File: config.mk
export PLATFORM = sky130hd
export DESIGN_NAME = wb_regfile
export DESIGN_NICKNAME = d
export VERILOG_FILES = /design/src/rtl/wb_regfile.sv
export SDC_FILE = /design/constraint.sdc
export NUM_CORES = 2
export LEC_CHECK = 0
export CELL_PAD_IN_SITES_DETAIL_PLACEMENT = 1
export CELL_PAD_IN_SITES_GLOBAL_PLACEMENT = 1
export CORE_MARGIN = 5
export CORE_UTILIZATION = 46
export DETAILED_ROUTE_END_ITERATION = 6
export PLACE_DENSITY = 0.79
export SLEW_MARGIN = 10
export SYNTH_ARGS = -nofsm -noshare
export SYNTH_HDL_FRONTEND = slang
export SYNTH_SLANG_ARGS = --single-unit
File: constraint.sdc
create_clock -name clk -period 3.9 [get_ports clk]
set_clock_uncertainty 0.1 [all_clocks]
set_input_delay 0.78 -clock clk [delete_from_list [all_inputs] [get_ports clk]]
set_output_delay 0.78 -clock clk [all_outputs]
set_load 0.01 [all_outputs]
File: src/rtl/wb_regfile.sv
// Write-back register file: 32 x 32-bit array with a hardwired-zero entry 0,
// two registered read ports with same-edge write bypass, and a committed-write counter.
module wb_regfile #(
  parameter int unsigned DATA_W = 32,
  parameter int unsigned ADDR_W = 5,
  parameter int unsigned CNT_W  = 16
) (
  input  logic              clk,
  input  logic              rst,
  input  logic [DATA_W-1:0] wb_data,
  input  logic [ADDR_W-1:0] wb_sel,
  input  logic              wb_en,
  input  logic [ADDR_W-1:0] rd_sel_a,
  input  logic [ADDR_W-1:0] rd_sel_b,
  output logic [DATA_W-1:0] rd_data_a,
  output logic [DATA_W-1:0] rd_data_b,
  output logic [CNT_W-1:0]  wb_count
);

  localparam int unsigned DEPTH = 1 << ADDR_W;

  logic [DATA_W-1:0] regs_q [DEPTH];
  logic [DATA_W-1:0] regs_d [DEPTH];
  logic [DATA_W-1:0] rd_data_a_q, rd_data_a_d;
  logic [DATA_W-1:0] rd_data_b_q, rd_data_b_d;
  logic [CNT_W-1:0]  wb_count_q, wb_count_d;
  logic              wb_commit;

  // Next-state: the read ports sample the post-write array, which gives the bypass for free.
  always_comb begin
    regs_d      = regs_q;
    wb_commit   = wb_en && (wb_sel != '0);
    if (wb_commit) begin
      regs_d[wb_sel] = wb_data;
    end
    regs_d[0]   = '0;
    rd_data_a_d = (rd_sel_a == '0) ? '0 : regs_d[rd_sel_a];
    rd_data_b_d = (rd_sel_b == '0) ? '0 : regs_d[rd_sel_b];
    wb_count_d  = wb_count_q + CNT_W'(wb_commit);
  end

  always_ff @(posedge clk or negedge rst) begin
    if (!rst) begin
      for (int i = 0; i < int'(DEPTH); i++) begin
        regs_q[i] <= '0;
      end
      rd_data_a_q <= '0;
      rd_data_b_q <= '0;
      wb_count_q  <= '0;
    end else begin
      regs_q      <= regs_d;
      rd_data_a_q <= rd_data_a_d;
      rd_data_b_q <= rd_data_b_d;
      wb_count_q  <= wb_count_d;
    end
  end

  assign rd_data_a = rd_data_a_q;
  assign rd_data_b = rd_data_b_q;
  assign wb_count  = wb_count_q;

endmodule

* Word level (Yosys, flattened, before mapping) *
Index checks and enable logic that the tools add are counted.

word-level totals
  flip-flop bits (word level) = 1072
  bits of input ports = 50
  word-level logic and storage cells = 59
  output and inout bits = 80

cells by class
  reductions and logical operators = 5
  muxes and demuxes = 12
  $add $sub $neg = 1
  $lt $le $gt $ge = 4
  bitwise operators = 3

operators with widths
  kind                                                                  number
  1024-bit bitwise mux                                                  1
  992-bit two-way mux                                                   1
  32-bit binary-select mux with 5-bit select                            2
  32-bit two-way mux                                                    7
  32-bit demux with 5-bit select                                        1
  6-bit >= comparator, second input constant                            3
  5-bit inverter with 6-bit output                                      3
  16-bit by 1-bit adder with 16-bit output                              1
  5-bit logical NOT                                                     2
  6-bit by 1-bit < comparator with 1-bit output, second input constant  1
  5-bit nonzero test                                                    1
  1-bit logical AND                                                     2

* Logic depth before layout (Yosys ltp) *
  word-level depth = 11
  mapped depth = 11
  mapped depth without buffers = 8

* Worst setup path after synthesis *
OpenSTA, ideal clock, no wires.

  kind = input to register
  start = input port wb_sel[2]
  end = register rd_data_b_q[24], in the netlist rd_data_b[24]
  stages = 8
  setup time = 0.120 ns
  data arrival time = 2.834 ns
  slack = 0.846 ns
  buffers on the path = 1
  data required time = 3.680 ns
  path through = nand4b_1 > buf_2 > nor2_4 > mux2_2 > mux4_2 > o2bb2ai_1 > or4_1 > and3_1

RTL lines
  element                 RTL line  RTL
  start: declaration      11        input logic [ADDR_W-1:0] wb_sel,
  end signal: assignment  53        rd_data_b_q <= rd_data_b_d;
  end: declaration        25        logic [DATA_W-1:0] rd_data_b_q, rd_data_b_d;

==> run_results.csv <==
group,metric,value,unit
grt,grt_use_total,0.429,
cells_and_area,layoutNonFillerInstCount,7884,
logic_synthesis,syn-num-nets,5416,
cells_and_area,syn2layout_area_growth,24.8,%
flow_run,maxCapViolations,0,
timing,fmax,255,MHz
drt,drc_errors,0,
timing,slew_headroom,0.246,
grt,first_global_vias,57175,
die,die_area,135000,um^2
grt,grt_pass1_wl,422000,um
die,die_h,368,um
drt,wl_met1,112000,um
timing,fin_tns_setup,-14.2,ps
clock_tree,clk_path_buf_depth,3,
drt,drt.antenna.violating_nets,0,
logic_synthesis,synthXorXnorAreaFrac,0.00282,
clock_tree,cts_resized,0,
clock_tree,cts.clk_slew.worst_paths,60,ps
drt,wl_per_cell,37.6,um
timing,worst_slack,-14.2,ps
critical_path,max_stage_delay,880,ps
drt,vias,54585,
logic_synthesis,synth_fa_ha_area_frac,0.000425,
logic_synthesis,ys_seq_area_frac,0.455,
drt,finalWirelength,297000,um
die,io_pins,130,
place,pre_cts_slack,-490,ps
timing,tightest_slew,1130,ps
logic_synthesis,synth_area,58900,um^2
cells_and_area,drive_above_1_share,0.307,
clock_tree,insertion_delay,800,ps
pwr,leakagePower,36.3,nW
critical_path,crit_arrival,4500,ps
critical_path,cp_slowest_cell,"nor3b_1",
drt,routed.top_layer,"met5",
run_status,status,"finished, violations left",
critical_path,cp-start-kind,"primary input",
place,gp_congestion,1.02,
logic_synthesis,ys.flop_type,"dfrtp_1",
logic_synthesis,ys_top_cells_by_count,"dfrtp_1, inv_1, mux2i_1",
logic_synthesis,synth.largest_area_cell,"dfrtp_1",
timing,finalSetupViolCount,1,
drt,vias_per_cell,6.92,
grt,overflow,0,
logic_synthesis,synth_most_common_cell,"dfrtp_1",
drt,dr_wl_met2,126000,um
grt,antenna_found_initial,29,
critical_path,cp_max_fo,11,
pwr,cellPowerDensity,495,nW/um^2
logic_synthesis,ys_types,93,
run_status,violations,"negative setup slack",
clock_tree,clock-sinks,1072,
critical_path,path_cells,"clkdlybuf4s50_1 > buf_4 > buf_4 > nor4b_4 > buf_12 > nand2_2 > buf_12 > buf_4 > mux2_2 > a21oi_1 > o21ai_0 > nor3b_1 > nor3_1 > buf_4",
die,die_w,368,um
timing,rsz0062_at_grt,"false",
logic_synthesis,muxShareOfSynthArea,0.270,
pwr,peakVddDrop,0.000384,V
die,rows,131,
logic_synthesis,synth_compound_area_frac,0.121,
logic_synthesis,synth_simple_gate_area_share,0.0751,
timing,hold_viol_final,0,
clock_tree,cts_buffers,121,
drt,drt-pass1-iter-count,6,
logic_synthesis,syn_area_per_cell,11.0,um^2
clock_tree,cts_setup_buffers,0,
drt,routed-wl-met3,38100,um
critical_path,timing_worst_setup_path_type,"primary input to flip-flop",
timing,finalCriticalPeriod,3910,ps
timing,maxSlewViolCount,0,
die,core_area,127000,um^2
place,dp_cells,7644,
clock_tree,cts-root-buf,"clkbuf_16",
logic_synthesis,synth_edf_count,0,
timing,period_share,1.00,
pwr,p_total,36.4,mW
logic_synthesis,synthCells,5364,
die,start_util,0.463,
logic_synthesis,synth_top_family_by_area,"multiplexers",
logic_synthesis,synthArstFlopShare,1.00,
critical_path,cp-end-kind,"flip-flop",
place,dp_hpwl,208000,um
logic_synthesis,synth.area.top_cells,"dfrtp_1, mux4_2, mux2i_1",
min_path,hold_path.class,"primary input to flip-flop",
critical_path,crit_required,4480,ps
logic_synthesis,yosysTopAreaCellShare,0.455,
clock_tree,htree_levels,3,
logic_synthesis,ys_ff_latch,1072,
logic_synthesis,synth_warnings,0,
cells_and_area,layout.nets,6158,
clock_tree,tritoncts,"yes",
place,port_buffers,129,
critical_path,crit_path_frequent_cell,"buf_4",
grt,grt_max_degree,111,
drt,first_iter_violations,8440,
==> registers in the layout, summed over array words and instances (netlist names) <==
signal / flops
rd_data_a: 32
rd_data_b: 32
wb_count: 16
regs_q: 992
==> worst max-delay path, delay by kind of cell <==
family                 cells  cell delay [ps]
buffers and inverters      7             1660
AND/OR/NAND/NOR            4             1410
AO/OA/AOI/OAI              2              320
multiplexers               1              300
==> logic make-up after synthesis <==
| group | count (synthesis) |
|---|---|
| xor+xnor | 19 |
| buf+inv | 1084 |
| compound gates | 1039 |
| fa+ha+maj | 2 |
| flops | 1072 |
| mux | 1194 |
| simple gates | 954 |
==> layout make-up <==
class | count | area, um^2
Antenna cell | 14 | 35.0
Clock buffer | 189 | 3670
Clock inverter | 36 | 529
Fill cell | 13057 | 53800
Inverter | 578 | 2170
Multi-Input combinational cell | 3208 | 27800
Sequential cell | 1072 | 26800
Tap cell | 1662 | 2080
Timing Repair Buffer | 1125 | 10400
==> worst paths after layout <==
path,startpoint,to,slack [ps],cells after the start
min,rd_sel_b[2],rd_data_b[15],370,3
min in group asynchronous,rst,regs_q[247],490,2
max reg2reg,regs_q[41],rd_data_b[9],1040,5
max,wb_sel[3],rd_data_a[17],-10,14
min reg2reg,wb_count[15],wb_count[15],380,1
max in group asynchronous,rst,regs_q[361],1980,4
==> what timing repair did <==
item / CTS / global route
endpoints found under the setup margin: 0 / 0
hold buffers: 1 / 0
endpoints found under the hold margin: 50 / 0
==> through the flow <==
step                hold WS (ps)  cell area (um^2)  utilization
finish                       371             73500        0.577
global route                 394             73500        0.577
CTS                          353             73500        0.577
detailed placement           375             69300        0.544
global placement             358             69300        0.544
floorplan                    344             58900            -
==> routing by layer <==
metal | track usage | vias to the layer above
met3 | 0.154 | 1156
met4 | 0.245 | 30
met1 | 0.557 | 28201
li1 | - | 20924
met5 | 0 | -
met2 | 0.623 | 4274
==> cell usage in the layout, fill, tap and decap left out, types with 14 or more instances in the layout <==
| cell | netlist | final |
|---|---|---|
| a2111oi_0 | 14 | 14 |
| a211oi_1 | 62 | 62 |
| a21oi_1 | 132 | 132 |
| a221o_1 | 32 | 32 |
| a221oi_1 | 14 | 14 |
| a22oi_1 | 45 | 45 |
| a31oi_1 | 25 | 25 |
| buf_12 | 0 | 133 |
| buf_4 | 33 | 863 |
| clkbuf_1 | 278 | 30 |
| clkbuf_16 | 0 | 122 |
| clkbuf_8 | 0 | 37 |
| clkdlybuf4s50_1 | 0 | 117 |
| clkinv_2 | 0 | 16 |
| dfrtp_1 | 1072 | 1072 |
| diode_2 | 0 | 14 |
| inv_1 | 574 | 572 |
| mux2_2 | 347 | 347 |
| mux2i_1 | 561 | 561 |
| mux4_2 | 281 | 281 |
| nand2_1 | 385 | 380 |
| nand2_2 | 12 | 17 |
| nand3_1 | 67 | 67 |
| nand4_1 | 20 | 20 |
| nor2_1 | 218 | 203 |
| nor2_4 | 8 | 17 |
| nor3_1 | 114 | 113 |
| nor4_1 | 27 | 27 |
| o211ai_1 | 54 | 54 |
| o21ai_0 | 195 | 188 |
| o21ai_1 | 16 | 18 |
| o221ai_1 | 93 | 93 |
| o22ai_1 | 184 | 184 |
| o32a_1 | 15 | 15 |
| or3_1 | 22 | 22 |
==> power breakdown <==
group	leakage, nW	total (mW)	switching (mW)	internal (mW)
combinational	20.5	9.72	5.47	4.25
clock	2.06	12.3	5.23	7.07
sequential	13.7	14.4	1.16	13.2
total	36.3	36.4	11.9	24.6
Note: power is estimated with default switching activity, not from simulation.
